`config.mk`:
```
export PLATFORM = sky130hd
export DESIGN_NAME = johnson_phase_monitor_flat
export DESIGN_NICKNAME = d
export VERILOG_FILES = /design/src/rtl/johnson_phase_monitor_if.sv /design/src/rtl/johnson_phase_monitor.sv /design/src/flat_wrapper.sv
export SDC_FILE = /design/constraint.sdc
export NUM_CORES = 1
export LEC_CHECK = 0
export CAP_MARGIN = 20
export CORE_AREA = 2 2 66 68
export DETAILED_ROUTE_END_ITERATION = 16
export DIE_AREA = 0 0 68 70
export PLACE_DENSITY = 0.84
export SLEW_MARGIN = 20
export SYNTH_ARGS = -nofsm -noshare
export SYNTH_HDL_FRONTEND = slang
export SYNTH_SLANG_ARGS = --single-unit
```
`constraint.sdc`:
```
create_clock -name clk -period 2.4 [get_ports clk]
set_input_delay 0.72 -clock clk [delete_from_list [all_inputs] [get_ports clk]]
set_output_delay 0.72 -clock clk [all_outputs]
set_load 0.02 [all_outputs]
```
`src/rtl/johnson_phase_monitor_if.sv`:
```
// Bus between a 4-bit Johnson counter and the phase monitor: the counter
// state going in, the qualified phase, lock status and error/revolution
// reporting coming out.
interface johnson_phase_monitor_if;
    logic [3:0] q;
    logic [2:0] phase;
    logic [7:0] phase_oh;
    logic       valid;
    logic [1:0] state;
    logic       illegal;
    logic       seq_err;
    logic       wrap;
    logic [7:0] rev_count;
    logic [7:0] err_count;

    // Driver side: the counter (or a bench) supplies q and observes results.
    modport master (
        output q,
        input  phase, phase_oh, valid, state, illegal, seq_err, wrap,
               rev_count, err_count
    );

    // Monitor side: consumes q and produces the qualified phase information.
    modport slave (
        input  q,
        output phase, phase_oh, valid, state, illegal, seq_err, wrap,
               rev_count, err_count
    );
endinterface

```
`src/rtl/johnson_phase_monitor.sv`:
```
// Johnson counter phase monitor. Registers the counter state, checks each
// code against the 8-code Johnson set and each transition for hold/successor,
// qualifies the phase through a SEARCH/TRACK/LOCKED state machine, and keeps
// a revolution counter and a saturating error counter.
module johnson_phase_monitor #(
    parameter int LOCK_STEPS = 4
) (
    input logic                    clk,
    input logic                    reset,
    johnson_phase_monitor_if.slave bus
);

    typedef enum logic [1:0] {
        SEARCH = 2'd0,
        TRACK  = 2'd1,
        LOCKED = 2'd2
    } state_t;

    localparam logic [3:0] LOCK_N = LOCK_STEPS[3:0];

    function automatic logic is_legal(input logic [3:0] c);
        case (c)
            4'b0000, 4'b0001, 4'b0011, 4'b0111,
            4'b1111, 4'b1110, 4'b1100, 4'b1000: return 1'b1;
            default:                            return 1'b0;
        endcase
    endfunction

    function automatic logic [2:0] phase_of(input logic [3:0] c);
        case (c)
            4'b0001: return 3'd1;
            4'b0011: return 3'd2;
            4'b0111: return 3'd3;
            4'b1111: return 3'd4;
            4'b1110: return 3'd5;
            4'b1100: return 3'd6;
            4'b1000: return 3'd7;
            default: return 3'd0;
        endcase
    endfunction

    function automatic logic [3:0] successor(input logic [3:0] c);
        return {c[2:0], ~c[3]};
    endfunction

    function automatic logic [7:0] sat_inc(input logic [7:0] v);
        return (v == 8'hFF) ? v : v + 8'd1;
    endfunction

    // Stage p0: raw counter state captured; stage p1: the code before it.
    logic [3:0] q_p0;
    logic [3:0] prev_p1;

    state_t     state_q, state_n;
    logic [3:0] good_cnt_q, good_cnt_n;
    logic [2:0] phase_q;
    logic       illegal_q, seq_err_q, wrap_q;
    logic [7:0] rev_q, err_q;

    logic cur_legal, prev_legal;
    logic is_hold, is_good, is_skip, step_err, wrap_n;

    // A legal code after an illegal one is neither GOOD nor SKIP (restart),
    // because both of those require prev to be legal.
    assign cur_legal  = is_legal(q_p0);
    assign prev_legal = is_legal(prev_p1);
    assign is_hold    = cur_legal && (q_p0 == prev_p1);
    assign is_good    = prev_legal && (q_p0 == successor(prev_p1));
    assign is_skip    = prev_legal && cur_legal && !is_hold && !is_good;
    assign step_err   = !cur_legal || is_skip;
    assign wrap_n     = (state_q == LOCKED) && is_good && (prev_p1 == 4'b1000);

    // Lock qualification: next state and good-step count from the classification.
    always_comb begin
        state_n    = state_q;
        good_cnt_n = good_cnt_q;
        case (state_q)
            SEARCH: begin
                if (cur_legal) begin
                    state_n    = TRACK;
                    good_cnt_n = 4'd0;
                end
            end
            TRACK: begin
                if (step_err) begin
                    state_n    = SEARCH;
                    good_cnt_n = 4'd0;
                end else if (is_good) begin
                    good_cnt_n = good_cnt_q + 4'd1;
                    if (good_cnt_n == LOCK_N) begin
                        state_n = LOCKED;
                    end
                end
            end
            LOCKED: begin
                if (step_err) begin
                    state_n    = SEARCH;
                    good_cnt_n = 4'd0;
                end
            end
            default: begin
                state_n    = SEARCH;
                good_cnt_n = 4'd0;
            end
        endcase
    end

    // State machine register.
    always_ff @(posedge clk) begin
        if (reset) begin
            state_q    <= SEARCH;
            good_cnt_q <= 4'd0;
        end else begin
            state_q    <= state_n;
            good_cnt_q <= good_cnt_n;
        end
    end

    // Input pipeline, phase tracking, pulses and counters.
    always_ff @(posedge clk) begin
        if (reset) begin
            q_p0      <= 4'b0000;
            prev_p1   <= 4'b0000;
            phase_q   <= 3'd0;
            illegal_q <= 1'b0;
            seq_err_q <= 1'b0;
            wrap_q    <= 1'b0;
            rev_q     <= 8'd0;
            err_q     <= 8'd0;
        end else begin
            q_p0      <= bus.q;
            prev_p1   <= q_p0;
            if (cur_legal) begin
                phase_q <= phase_of(q_p0);
            end
            illegal_q <= !cur_legal;
            seq_err_q <= is_skip;
            wrap_q    <= wrap_n;
            if (wrap_n) begin
                rev_q <= rev_q + 8'd1;
            end
            if (step_err) begin
                err_q <= sat_inc(err_q);
            end
        end
    end

    // Output stage: everything derives directly from registered state.
    logic vld_p1;
    assign vld_p1        = (state_q == LOCKED);
    assign bus.valid     = vld_p1;
    assign bus.state     = state_q;
    assign bus.phase     = phase_q;
    assign bus.phase_oh  = vld_p1 ? (8'b0000_0001 << phase_q) : 8'h00;
    assign bus.illegal   = illegal_q;
    assign bus.seq_err   = seq_err_q;
    assign bus.wrap      = wrap_q;
    assign bus.rev_count = rev_q;
    assign bus.err_count = err_q;

endmodule

```
`src/flat_wrapper.sv`:
```
// flat-port wrapper written by rule: the top's interface ports become plain ports
module johnson_phase_monitor_flat 
#(
    parameter int LOCK_STEPS = 4
)
  (clk, reset, bus_q, bus_phase, bus_phase_oh, bus_valid, bus_state, bus_illegal, bus_seq_err, bus_wrap, bus_rev_count, bus_err_count);
  johnson_phase_monitor_if bus_i ();
  input logic clk;
  input logic reset;
  input wire logic [$bits(bus_i.q)-1:0] bus_q;
  output wire logic [$bits(bus_i.phase)-1:0] bus_phase;
  output wire logic [$bits(bus_i.phase_oh)-1:0] bus_phase_oh;
  output wire logic [$bits(bus_i.valid)-1:0] bus_valid;
  output wire logic [$bits(bus_i.state)-1:0] bus_state;
  output wire logic [$bits(bus_i.illegal)-1:0] bus_illegal;
  output wire logic [$bits(bus_i.seq_err)-1:0] bus_seq_err;
  output wire logic [$bits(bus_i.wrap)-1:0] bus_wrap;
  output wire logic [$bits(bus_i.rev_count)-1:0] bus_rev_count;
  output wire logic [$bits(bus_i.err_count)-1:0] bus_err_count;
  assign bus_i.q = bus_q;
  assign bus_phase = bus_i.phase;
  assign bus_phase_oh = bus_i.phase_oh;
  assign bus_valid = bus_i.valid;
  assign bus_state = bus_i.state;
  assign bus_illegal = bus_i.illegal;
  assign bus_seq_err = bus_i.seq_err;
  assign bus_wrap = bus_i.wrap;
  assign bus_rev_count = bus_i.rev_count;
  assign bus_err_count = bus_i.err_count;
  johnson_phase_monitor #(.LOCK_STEPS(LOCK_STEPS)) u_core (.clk(clk), .reset(reset), .bus(bus_i));
endmodule
```
## Word level (Yosys, flattened, before mapping)

Memory sizes are Yosys's and may differ from the RTL's. A register that Yosys moved wholly into a read port is not among the register bits.
Cells that the tools add are included.

| cells by class | value |
|---|---|
| div/mod/pow operators | 0 |
| multiplexer cells | 15 |
| add/sub/neg operators | 3 |
| reduce and logical (&&, ||, !) cells | 15 |
| shift-type cells | 1 |
| eq/ne operators | 18 |
| multiply operators | 0 |
| bitwise operators | 2 |
| order comparisons | 0 |

Operator list:

| cell | number |
|---|---|
| two-way mux 4 bit | 6 |
| case mux 3 bit (7 select lines) | 1 |
| == test 4 bit, second input constant | 5 |
| adder 8 x 1 -> 8 bit, second input constant | 2 |
| case mux 4 bit (3 select lines) | 1 |
| two-way mux 2 bit | 5 |
| == test 4 x 3 -> 1 bit, second input constant | 2 |
| == test 4 bit | 2 |
| == test 8 bit, second input constant | 1 |
| two-way mux 8 bit | 1 |
| << shifter 1 x 3 -> 8 bit, first input constant | 1 |
| logical AND 1 bit | 7 |
| != test 3 x 1 -> 1 bit, second input constant | 2 |
| case mux 2 bit (3 select lines) | 1 |
| adder 4 x 1 -> 4 bit, second input constant | 1 |
| == test 4 x 1 -> 1 bit, second input constant | 1 |
| == test 4 x 2 -> 1 bit, second input constant | 1 |
| != test 2 x 1 -> 1 bit, second input constant | 2 |
| AND reduction 4 bit | 1 |
| zero test 1 bit | 3 |
| AND reduction 3 bit | 1 |
| == test 2 x 1 -> 1 bit, second input constant | 1 |
| == test 2 bit, second input constant | 1 |
| zero test 2 bit | 1 |
| other kinds (3) | 4 |

| word-level totals | value |
|---|---|
| memories | 2 |
| bits in latches | 0 |
| bits in registers | 36 |
| input port bits | 6 |
| word-level logic and storage cells | 66 |
| bits in read-only memories | 32 |
| RAM bits | 0 |

Memory list:

| name | words | width | rd ports | clocked after Yosys merged registers in | wr ports | RTL line | text |
|---|---|---|---|---|---|---|---|
| (no name shown) | 16 | 1 | 1 | 1 | 0 | johnson_phase_monitor.sv:22 | `case (c)` |
| (no name shown) | 16 | 1 | 1 | 1 | 0 | johnson_phase_monitor.sv:22 |  |

## Logic depth before layout (Yosys ltp)

| depth | value |
|---|---|
| word-level depth | 8 |
| mapped depth | 7 |
| mapped depth without buffers | 6 |

## Worst setup path after synthesis

Ideal clock, no wire load.

| path | value |
|---|---|
| kind | register to output |
| start | register u_core.state_q[1] (netlist: u_core.bus.state[1]) |
| end | output bus_phase_oh[3] |
| cell stages (with the launch flop) | 5 |
| setup slack | 123 ps |
| arrival | 1,557 ps |
| required time | 1,680 ps |
| cells stage by stage | dfxtp_1 -> nand2b_2 -> inv_2 -> nand2_1 -> nor3b_1 |

| between the ends | value |
|---|---|
| word-level cells in the longest chain between the ends | 2 |

Ends and longest elaborated chain:

| item | RTL line | text |
|---|---|---|
| from (decl) | johnson_phase_monitor.sv:54 | `state_t state_q, state_n;` |
| from (signal assigned) | johnson_phase_monitor.sv:114 | `state_q <= state_n;` |
| == test 2 bit | johnson_phase_monitor.sv:150 | `assign vld_p1 = (state_q == LOCKED);` |
| named net bus_valid | flat_wrapper.sv:13 | `output wire logic [$bits(bus_i.valid)-1:0] bus_valid;` |
| two-way mux 8 bit | johnson_phase_monitor.sv:154 | `assign bus.phase_oh = vld_p1 ? (8'b0000_0001 << phase_q) : 8'h00;` |
| to (decl) | flat_wrapper.sv:12 | `output wire logic [$bits(bus_i.phase_oh)-1:0] bus_phase_oh;` |

The timed path passes the listed nets, and every way through them passes these cells.

## Worst setup path after layout

| path | value |
|---|---|
| start | register u_core.state_q[0] (netlist: u_core.bus.state[0]) |
| end | output bus_phase_oh[6] |

| between the ends | value |
|---|---|
| word-level cells in the longest chain between the ends | 2 |

Ends and longest elaborated chain:

| item | RTL line |
|---|---|
| == test 2 bit | johnson_phase_monitor.sv:150 |
| two-way mux 8 bit | johnson_phase_monitor.sv:154 |

No other way between the ends.

==> impl_metrics.py <==
metrics = {
    "clock_tree": {
        "cts_setup_buffers": 0,
        "clkTransAtPathRegs_ns": 0.08,
        "hold_buffers": 0,
        "cts_tree": "done",
        "cts_num_sinks": 38,
        "htreeDepth": 2,
        "numCtsBuffers": 5,
        "clk_latency_ns": 0.30,
        "clk_path_buf_depth": 2,
        "clockRootBuffer": "clkbuf_8",
    },
    "pwr": {
        "p_leak_nw": 0.966,
        "p_per_area_mw_per_mm2": 547,
        "worst_ir_drop_vdd_uv": 401,
    },
    "cells_and_area": {
        "drive_above_1_share": 0.0959,
        "num_antenna_cells": 0,
        "layout_commonest_cell": "dfxtp_1",
        "layout_common_cells": "36 x dfxtp_1, 30 x clkdlybuf4s50_1, 22 x nor2_1",
        "area_growth_pct": 25.3,
        "instances_no_fill": 323,
        "nets": 279,
    },
    "global_route": {
        "grt_max_degree": 41,
        "antenna_found_initial": 0,
        "overflow": 0,
        "grt_pass1_wl_um": 7360,
        "track_usage": 0.198,
        "grt_pass1_vias": 1651,
    },
    "floorplanning": {
        "core.rowCount": 24,
        "dieArea_mm2": 0.00476,
        "start_util": 0.487,
        "chipWidth_um": 68,
        "core_area_mm2": 0.00414,
        "dieHeight_um": 70,
        "io_pins": 39,
    },
    "logic_synthesis": {
        "syn-num-nets": 241,
        "syn-cell-area_mm2": 0.00202,
        "ys_async_sr_fraction": 0,
        "ys_ff_latch": 38,
        "ys_types": 55,
        "syn_avg_cell_area_um2": 8.70,
        "yosysSeqAreaShare": 0.377,
        "synthCells": 232,
        "synth-main-ff-cell": "dfxtp_1",
        "synth_edf_count": 0,
        "ys_warn_count": 0,
    },
    "sta": {
        "clock.fmax_mhz": 438,
        "rsz0062_at_grt": "false",
        "max_slew_margin": 0.662,
        "period_share": 0.951,
        "tightestPinTransition_ns": 0.502,
        "setup_viol": 0,
        "hold_viol_final": 0,
        "skew_ns": 0.00832,
        "tns_ns": 0,
        "period_minus_slack_ns": 2.28,
        "slew_violations": 0,
    },
    "drt": {
        "dr.pass1.iters": 4,
        "highest_layer": "met4",
        "drtIter0Drc": 162,
        "final_antenna_net_count": 0,
        "num_vias": 1813,
        "avgRoutedWirePerCell_um": 13.3,
        "routed_via_density": 5.61,
        "met3_wirelength_um": 190,
        "drcViolationCount": 0,
        "wl_um": 4310,
        "wl_met2_um": 2180,
        "drt-met1-wl_um": 1880,
    },
    "critical_path": {
        "cp-end-kind": "output port",
        "critPathLaunchType": "flip-flop",
        "reg2reg_from": "u_core.q_p0[0]$_SDFF_PP0_",
        "critPathArrivalTime_ns": 1.56,
        "reg2reg_to": "u_core.bus.err_count[1]$_SDFFE_PP0P_",
        "worstPathRequired_ns": 1.68,
        "rrSetupSlack_ns": 0.23,
        "worstRegToRegCells": 5,
        "crit_type": "flip-flop to output port",
        "startpoint": "u_core.bus.state[0]$_SDFFE_PP0P_",
        "path_max_fanout": 5,
    },
    "hold_path": {
        "hold_depth": 2,
        "min_to": "u_core.good_cnt_q[2]$_SDFFE_PP0P_",
        "hp-start": "u_core.good_cnt_q[2]$_SDFFE_PP0P_",
        "min_path_type": "flip-flop to flip-flop",
    },
    "place": {
        "gp_congestion": 0.854,
        "dp.cells": 315,
        "place_hpwl_um": 3020,
        "portBuffers": 38,
    },
    "flow_run": {
        "maxCapViolations": 0,
    },
    "run_status": {
        "outcome": "finished clean",
    },
}
flip-flops by register name, summed over array words and instances (netlist names), 2 cells and up:
| register | cells |
|---|---|
| u_core.q_p0 | 4 |
| u_core.prev_p1 | 4 |
| u_core.bus.rev_count | 8 |
| u_core.bus.state | 2 |
| u_core.bus.phase | 3 |
| u_core.bus.err_count | 8 |
| u_core.good_cnt_q | 4 |
cell families after synthesis:
| logic type | Yosys count | synth area share |
|---|---|---|
| flops | 38 | 0.377 |
| xor+xnor | 16 | 0.0731 |
| simple gates | 102 | 0.281 |
| mux | 7 | 0.0403 |
| buf+inv | 20 | 0.0496 |
| compound gates | 46 | 0.161 |
| fa+ha+maj | 3 | 0.0186 |
timing repair:
| action | 4_1_cts | 5_1_grt |
|---|---|---|
| setup endpoints to repair | 6 | 3 |
| resized for setup | 6 | 7 |
| hold endpoints to repair | 0 | 0 |
| gates cloned | 0 | 0 |
routing by layer:
| layer | vias to the layer above | global-route usage |
|---|---|---|
| met5 | - | 0 |
| met1 | 850 | 0.242 |
| met3 | 6 | 0.0596 |
| met4 | 0 | 0.0667 |
| met2 | 42 | 0.326 |
| li1 | 915 | - |
how the worst max path moves through the flow:
stage / cells past startpoint / endpoint
6_report: 5 / bus_phase_oh[6]
4_1_cts: 3 / bus_phase_oh[5]
3_3_place_gp: 5 / bus_phase_oh[3]
3_5_place_dp: 5 / bus_phase_oh[3]
2_1_floorplan: 4 / bus_phase_oh[3]
5_1_grt: 5 / bus_phase_oh[6]
cells in the mapped netlist, types with 3 or more instances:
cell type | instances | area share
xnor2_1 | 7 | 0.030
nand3_1 | 11 | 0.027
nor3_1 | 9 | 0.022
nand4_1 | 6 | 0.019
or3_1 | 7 | 0.022
a21oi_1 | 12 | 0.030
xor2_1 | 8 | 0.035
nand2b_1 | 5 | 0.015
o21ai_0 | 9 | 0.022
a211oi_1 | 3 | 0.011
nor4b_1 | 3 | 0.013
ha_1 | 3 | 0.019
nor4_1 | 3 | 0.0093
nand2_1 | 13 | 0.024
nor2_1 | 22 | 0.041
mux2_1 | 4 | 0.022
dfxtp_1 | 38 | 0.38
nor2b_1 | 12 | 0.037
inv_1 | 6 | 0.011
clkbuf_1 | 6 | 0.011
worst max-delay path, stage by stage (launching register included):
cell           delay, ns
dfxtp_1             0.32
nand2b_2            0.21
inv_2               0.10
nand2_1             0.10
nor3b_1             0.18
dlygate4sd2_1       0.35
layout make-up:
type	count	area (µm²)
Clock buffer	5	68.8
Clock inverter	3	21.3
Fill cell	373	1610
Inverter	8	30.0
Multi-Input combinational cell	174	1160
Sequential cell	38	763
Tap cell	52	65.1
Timing Repair Buffer	43	424
metrics by stage:
stage	area (µm²)	power, W	hold slack (ns)	utilization	setup WS, ns
after CTS	2530	0.00139	0.506	0.610	0.00567
after global placement	2440	0.000944	0.481	0.590	0.169
after floorplan	2020	0.000879	0.465	-	0.123
after detailed placement	2440	0.000952	0.494	0.590	0.136
after global routing	2530	0.00144	0.521	0.611	0.0347
final	2530	0.00139	0.503	0.611	0.117
where the power goes:
| part | leakage, nW | switching [W] | internal, W |
|---|---|---|---|
| clock network | 0.0441 | 0.000242 | 0.000204 |
| registers | 0.311 | 0.0000424 | 0.000659 |
| logic | 0.611 | 0.000127 | 0.000112 |
| total | 0.966 | 0.000411 | 0.000974 |
(Power assumes the default switching activity.)
